$ cat config.mk
export PLATFORM = sky130hd
export DESIGN_NAME = ssd1306_spi_sequencer_flat
export DESIGN_NICKNAME = d
export VERILOG_FILES = /design/src/rtl/ssd1306_spi_sequencer_if.sv /design/src/rtl/ssd1306_spi_sequencer.sv /design/src/flat_wrapper.sv
export SDC_FILE = /design/constraint.sdc
export NUM_CORES = 1
export LEC_CHECK = 0
export CAP_MARGIN = 20
export CORE_ASPECT_RATIO = 0.5
export CORE_MARGIN = 3
export CORE_UTILIZATION = 30
export CTS_BUF_LIST = sky130_fd_sc_hd__clkbuf_4 sky130_fd_sc_hd__clkbuf_8 sky130_fd_sc_hd__clkbuf_16
export DETAILED_ROUTE_END_ITERATION = 8
export PLACE_DENSITY = 0.56
export SYNTH_ARGS = -nofsm -noshare
export SYNTH_HDL_FRONTEND = slang
export SYNTH_SLANG_ARGS = --single-unit
$ cat constraint.sdc
create_clock -name clk_in -period 4.3 [get_ports clk_in]
set_input_delay 0.645 -clock clk_in [delete_from_list [all_inputs] [get_ports clk_in]]
set_output_delay 0.645 -clock clk_in [all_outputs]
set_load 0.02 [all_outputs]
$ cat src/rtl/ssd1306_spi_sequencer_if.sv
// Write port and shift-register/panel signals of the SSD1306 SPI sequencer.
interface ssd1306_spi_sequencer_if #(
  parameter int unsigned WIDTH      = 8,
  parameter int unsigned FIFO_DEPTH = 4
);

  localparam int unsigned LEVEL_W = $clog2(FIFO_DEPTH + 1);

  logic               wr_valid_in;
  logic               wr_dc_in;
  logic [WIDTH-1:0]   wr_data_in;
  logic               wr_ready_out;
  logic               sr_ready_in;
  logic               sr_start_out;
  logic [WIDTH-1:0]   sr_data_out;
  logic               cs_n_out;
  logic               dc_out;
  logic               busy_out;
  logic [LEVEL_W-1:0] level_out;

  // Sequencer side
  modport slave (
    input  wr_valid_in, wr_dc_in, wr_data_in, sr_ready_in,
    output wr_ready_out, sr_start_out, sr_data_out, cs_n_out, dc_out,
           busy_out, level_out
  );

  // Frame logic / shift register side
  modport master (
    output wr_valid_in, wr_dc_in, wr_data_in, sr_ready_in,
    input  wr_ready_out, sr_start_out, sr_data_out, cs_n_out, dc_out,
           busy_out, level_out
  );

endinterface

$ cat src/rtl/ssd1306_spi_sequencer.sv
// Buffers {dc, byte} words and sequences SSD1306 SPI transfers with cs_n/dc framing.
module ssd1306_spi_sequencer #(
  parameter int unsigned WIDTH           = 8,
  parameter int unsigned FIFO_DEPTH      = 4,
  parameter int unsigned CS_SETUP_CYCLES = 2,
  parameter int unsigned CS_HOLD_CYCLES  = 2
) (
  input logic                    clk_in,
  input logic                    reset_in,
  ssd1306_spi_sequencer_if.slave bus
);

  localparam int unsigned PTR_W   = $clog2(FIFO_DEPTH);
  localparam int unsigned LEVEL_W = $clog2(FIFO_DEPTH + 1);
  localparam int unsigned CNT_MAX = (CS_SETUP_CYCLES > CS_HOLD_CYCLES) ?
                                    CS_SETUP_CYCLES : CS_HOLD_CYCLES;
  localparam int unsigned CNT_W   = $clog2(CNT_MAX + 1);

  typedef enum logic [2:0] {
    IDLE,
    CS_SETUP,
    ISSUE,
    LAUNCH,
    SHIFT,
    CS_HOLD
  } state_t;

  logic [WIDTH-1:0]   mem_data [FIFO_DEPTH];
  logic               mem_dc   [FIFO_DEPTH];
  logic [PTR_W-1:0]   wr_ptr;
  logic [PTR_W-1:0]   rd_ptr;
  logic [LEVEL_W-1:0] level;
  logic [LEVEL_W-1:0] level_nxt;
  logic               full;
  logic               empty;
  logic               push;
  logic               pop;
  logic               head_dc;
  logic [WIDTH-1:0]   head_data;

  state_t             state;
  state_t             state_nxt;
  logic [CNT_W-1:0]   cnt;
  logic [CNT_W-1:0]   cnt_nxt;
  logic               cs_n_q;
  logic               cs_n_nxt;
  logic               dc_q;
  logic               dc_nxt;
  logic               start_q;
  logic               start_nxt;
  logic [WIDTH-1:0]   data_q;
  logic [WIDTH-1:0]   data_nxt;
  logic               busy_q;
  logic               busy_nxt;

  // FIFO flags; the write port is closed while full or in reset
  assign full             = (level == LEVEL_W'(FIFO_DEPTH));
  assign empty            = (level == '0);
  assign bus.wr_ready_out = !full && !reset_in;
  assign push             = bus.wr_valid_in && bus.wr_ready_out;
  assign head_dc          = mem_dc[rd_ptr];
  assign head_data        = mem_data[rd_ptr];

  // Occupancy update; simultaneous push and pop leave it unchanged
  always_comb begin
    level_nxt = level;
    case ({push, pop})
      2'b10:   level_nxt = level + LEVEL_W'(1);
      2'b01:   level_nxt = level - LEVEL_W'(1);
      default: level_nxt = level;
    endcase
  end

  // FIFO storage, no reset needed since occupancy guards every read
  always_ff @(posedge clk_in) begin
    if (push) begin
      mem_data[wr_ptr] <= bus.wr_data_in;
      mem_dc[wr_ptr]   <= bus.wr_dc_in;
    end
  end

  // FIFO pointers and occupancy; pointers wrap naturally at FIFO_DEPTH
  always_ff @(posedge clk_in or posedge reset_in) begin
    if (reset_in) begin
      wr_ptr <= '0;
      rd_ptr <= '0;
      level  <= '0;
    end else begin
      if (push) wr_ptr <= wr_ptr + PTR_W'(1);
      if (pop)  rd_ptr <= rd_ptr + PTR_W'(1);
      level <= level_nxt;
    end
  end

  // FSM state and registered outputs
  always_ff @(posedge clk_in or posedge reset_in) begin
    if (reset_in) begin
      state   <= IDLE;
      cnt     <= '0;
      cs_n_q  <= 1'b1;
      dc_q    <= 1'b0;
      start_q <= 1'b0;
      data_q  <= '0;
      busy_q  <= 1'b0;
    end else begin
      state   <= state_nxt;
      cnt     <= cnt_nxt;
      cs_n_q  <= cs_n_nxt;
      dc_q    <= dc_nxt;
      start_q <= start_nxt;
      data_q  <= data_nxt;
      busy_q  <= busy_nxt;
    end
  end

  // Next state and next output values
  always_comb begin
    state_nxt = state;
    cnt_nxt   = cnt;
    cs_n_nxt  = cs_n_q;
    dc_nxt    = dc_q;
    start_nxt = 1'b0;
    data_nxt  = data_q;
    pop       = 1'b0;

    case (state)
      IDLE: begin
        cs_n_nxt = 1'b1;
        if (!empty) begin
          dc_nxt    = head_dc;
          cs_n_nxt  = 1'b0;
          cnt_nxt   = CNT_W'(CS_SETUP_CYCLES);
          state_nxt = CS_SETUP;
        end
      end

      CS_SETUP: begin
        if (cnt <= CNT_W'(1)) begin
          state_nxt = ISSUE;
          if (bus.sr_ready_in) begin
            start_nxt = 1'b1;
            data_nxt  = head_data;
          end
        end else begin
          cnt_nxt = cnt - CNT_W'(1);
        end
      end

      // start_q high means the pulse is on the bus this cycle; otherwise wait for the shifter
      ISSUE: begin
        if (start_q) begin
          pop       = 1'b1;
          state_nxt = LAUNCH;
        end else if (bus.sr_ready_in) begin
          start_nxt = 1'b1;
          data_nxt  = head_data;
        end
      end

      // Shifter drops ready a cycle after start, so ready is not trusted here
      LAUNCH: begin
        state_nxt = SHIFT;
      end

      SHIFT: begin
        if (bus.sr_ready_in) begin
          if (!empty && (head_dc == dc_q)) begin
            state_nxt = ISSUE;
            start_nxt = 1'b1;
            data_nxt  = head_data;
          end else begin
            cnt_nxt   = CNT_W'(CS_HOLD_CYCLES);
            state_nxt = CS_HOLD;
          end
        end
      end

      CS_HOLD: begin
        if (cnt <= CNT_W'(1)) begin
          cs_n_nxt  = 1'b1;
          state_nxt = IDLE;
        end else begin
          cnt_nxt = cnt - CNT_W'(1);
        end
      end

      default: begin
        cs_n_nxt  = 1'b1;
        state_nxt = IDLE;
      end
    endcase

    busy_nxt = (state_nxt != IDLE) || (level_nxt != '0);
  end

  assign bus.sr_start_out = start_q;
  assign bus.sr_data_out  = data_q;
  assign bus.cs_n_out     = cs_n_q;
  assign bus.dc_out       = dc_q;
  assign bus.busy_out     = busy_q;
  assign bus.level_out    = level;

endmodule
$ cat src/flat_wrapper.sv
// flat-port wrapper written by rule: the top's interface ports become plain ports
module ssd1306_spi_sequencer_flat 
#(
  parameter int unsigned WIDTH           = 8,
  parameter int unsigned FIFO_DEPTH      = 4,
  parameter int unsigned CS_SETUP_CYCLES = 2,
  parameter int unsigned CS_HOLD_CYCLES  = 2
)
  (clk_in, reset_in, bus_wr_valid_in, bus_wr_dc_in, bus_wr_data_in, bus_sr_ready_in, bus_wr_ready_out, bus_sr_start_out, bus_sr_data_out, bus_cs_n_out, bus_dc_out, bus_busy_out, bus_level_out);
  ssd1306_spi_sequencer_if #(.WIDTH(WIDTH), .FIFO_DEPTH(FIFO_DEPTH)) bus_i ();
  input logic clk_in;
  input logic reset_in;
  input wire logic [$bits(bus_i.wr_valid_in)-1:0] bus_wr_valid_in;
  input wire logic [$bits(bus_i.wr_dc_in)-1:0] bus_wr_dc_in;
  input wire logic [$bits(bus_i.wr_data_in)-1:0] bus_wr_data_in;
  input wire logic [$bits(bus_i.sr_ready_in)-1:0] bus_sr_ready_in;
  output wire logic [$bits(bus_i.wr_ready_out)-1:0] bus_wr_ready_out;
  output wire logic [$bits(bus_i.sr_start_out)-1:0] bus_sr_start_out;
  output wire logic [$bits(bus_i.sr_data_out)-1:0] bus_sr_data_out;
  output wire logic [$bits(bus_i.cs_n_out)-1:0] bus_cs_n_out;
  output wire logic [$bits(bus_i.dc_out)-1:0] bus_dc_out;
  output wire logic [$bits(bus_i.busy_out)-1:0] bus_busy_out;
  output wire logic [$bits(bus_i.level_out)-1:0] bus_level_out;
  assign bus_i.wr_valid_in = bus_wr_valid_in;
  assign bus_i.wr_dc_in = bus_wr_dc_in;
  assign bus_i.wr_data_in = bus_wr_data_in;
  assign bus_i.sr_ready_in = bus_sr_ready_in;
  assign bus_wr_ready_out = bus_i.wr_ready_out;
  assign bus_sr_start_out = bus_i.sr_start_out;
  assign bus_sr_data_out = bus_i.sr_data_out;
  assign bus_cs_n_out = bus_i.cs_n_out;
  assign bus_dc_out = bus_i.dc_out;
  assign bus_busy_out = bus_i.busy_out;
  assign bus_level_out = bus_i.level_out;
  ssd1306_spi_sequencer #(.WIDTH(WIDTH), .FIFO_DEPTH(FIFO_DEPTH), .CS_SETUP_CYCLES(CS_SETUP_CYCLES), .CS_HOLD_CYCLES(CS_HOLD_CYCLES)) u_core (.clk_in(clk_in), .reset_in(reset_in), .bus(bus_i));
endmodule
==> metrics <==
total wire length 4540 um; postcts setup bufs 0; Mean Syn Cell Area 15.9 um^2; grt total ovfl 0; number of enable flip-flop cells after synthesis 36; worst slew pin tran 680 ps; Rel. slew slack 0.547; initial core utilization 0.326; period utilization 0.687; VDD IR-drop max 240 uV; Root Buffer clkbuf_16; post-CTS resize count 0; Via-to-Cell Ratio 4.53; MaxCap Viol Count 0; synth-to-layout area growth 29.8%; DR WL/cell 14.8 um; Ant. Diodes 0; status finished clean; Synth async-reset ratio 0.400; die width 136 um; placer congestion estimate 0.729; Post-Synthesis Cells 158; Fin. Hold Viols 0; Final setup viols 0; hpwl dp 3010 um; RSZ-0062 raised after global routing no; yosys warns 0; I/O Pins 29; Antenna Nets Post-Route 0; Main synth FF type edfxtp_1; startpoint class of the critical path flip-flop; Buffers on Ports 28; Inserted Clock Buffers 9; Die Y 70.8 um; Static Leakage 1.22 nW; commonest non-fill, non-tap cell in the layout edfxtp_1; Slew Limit Fails 0; drt initial violations 74; Pre-Repair DR Iteration Count 4; H-tree Lvls 3; critical path capture point type flip-flop; core region area 7730 um^2; Sink Count 60; global-route wire length before repair 7320 um; sequential cell area 1680 um^2; largest net degree at the start of global routing 25; Util after Layout 0.423; #FFs+latches synth 60; fraction of layout cells with a size suffix above 1 0.201; synthesized net count 178; Residual DRC 0; Max clock buf depth 2; CTS Hold Bufs 0; Netlist cell types 36; clock transition at the registers of the reported paths 50 ps; worst-path maximum fanout 9; WP data required 4480 ps; clock latency at the later pin of the worst-skew pair 320 ps; die area 9600 um^2; fmax 338 MHz; fin crit period 2960 ps; Setup TNS Final 0 ps; CTS tree built; leading cell types in the layout, fill and taps excluded edfxtp_1, clkdlybuf4s50_1, dfrtp_1; row cnt 22; pwr/cell area 735 nW/um^2; Mapped Area 2520 um^2; Hold Path Class flip-flop to flip-flop; antenna violations before repair 0; Layout Nets 214; # fillers 685; sequential-to-total area share from yosys stat 0.668; area occupied by multi-input gates 776 um^2; GRT Overall Usage 0.101; WS Path Type flip-flop to flip-flop; via count 1390; vias in the first global route 1437; Fin Clk Skew 7.94 ps; Worst EP arrival 3140 ps
## where the power goes
group          internal (mW)  switching [mW]
Clock                  0.509           0.252
Sequential             0.763           0.144
Combinational          0.392           0.344
## synth_stat cells (3+ instances only)
library cell	instances	area share
and3_1	4	0.0099
ha_1	6	0.030
nand2b_1	3	0.0074
nor3_1	3	0.0060
mux4_2	9	0.080
nor2b_1	4	0.0099
inv_1	12	0.018
nand2_1	4	0.0060
a21oi_1	5	0.0099
edfxtp_1	36	0.43
xor2_1	3	0.010
dfrtp_1	23	0.23
nor2_1	6	0.0089
mux2_2	9	0.040
xnor2_1	4	0.014
## registers in the layout, indices dropped and copies added, names as in the netlist
signal,count
u_core.state,3
u_core.rd_ptr,2
u_core.bus.level_out,3
u_core.mem_dc,4
u_core.bus.dc_out,1
u_core.cnt,2
u_core.wr_ptr,2
u_core.bus.cs_n_out,1
u_core.bus.sr_data_out,8
u_core.mem_data,32
u_core.bus.sr_start_out,1
u_core.bus.busy_out,1
## metrics by stage
stage	std cells	hold WS (ps)	cell area, um^2	setup slack [ps]	power [mW]
after global placement	290	464	2920	1240	1.65
final	307	479	3270	1340	2.40
after detailed placement	290	478	2920	1160	1.67
after global routing	307	513	3270	1150	2.54
after CTS	306	484	3240	1290	2.44
after floorplan	158	446	2520	1500	1.39
## cells by family (layout without fill, tap and decap cells)
group,after synthesis,after routing,share of synthesized area
buffers and inverters,16,57,0.0243
DFF,60,60,0.668
AOI/OAI and AO/OA,18,18,0.0506
adders and majority gates,7,7,0.0377
and+or+nand+nor,31,31,0.0680
xor gates and xnor gates,8,8,0.0308
muxes,18,18,0.121
## critical path: stages, from the launching register on
cell and delay (ps):
dfrtp_1 490, nor2b_1 230, nor3b_1 540, ha_1 280, inv_1 60, fa_1 370
xor2_1 150, nor2_1 110, xor2_1 90, or4_1 510
## final timing paths
path                            startpoint                         to  slack, ps  depth (start not counted)
max                        u_core.state[1]        u_core.bus.busy_out       1340                          9
min in group asynchronous         reset_in  u_core.bus.sr_data_out[2]        670                          2
min                          u_core.cnt[0]              u_core.cnt[0]        480                          1
max reg2reg                u_core.state[1]        u_core.bus.busy_out       1340                          9
min reg2reg                  u_core.cnt[0]              u_core.cnt[0]        480                          1
max in group asynchronous         reset_in        u_core.bus.cs_n_out       3100                          3
## final cells by class
cell class | count | share of cell area
Clock inverter | 7 | 0.0302
Clock buffer | 9 | 0.0689
Inverter | 12 | 0.0138
Sequential cell | 60 | 0.515
Tap cell | 108 | 0.0413
Multi-Input combinational cell | 82 | 0.237
Timing Repair Buffer | 29 | 0.0941
## metal layers
metal  part of all wire  vias to the layer above  track usage
met3              0.047                        4       0.0462
li1                   -                      662            -
met4             0.0064                        0       0.0335
met1               0.45                      699        0.122
met2               0.50                       25        0.164
met5                  0                        -            0
(Power assumes the default switching activity.)
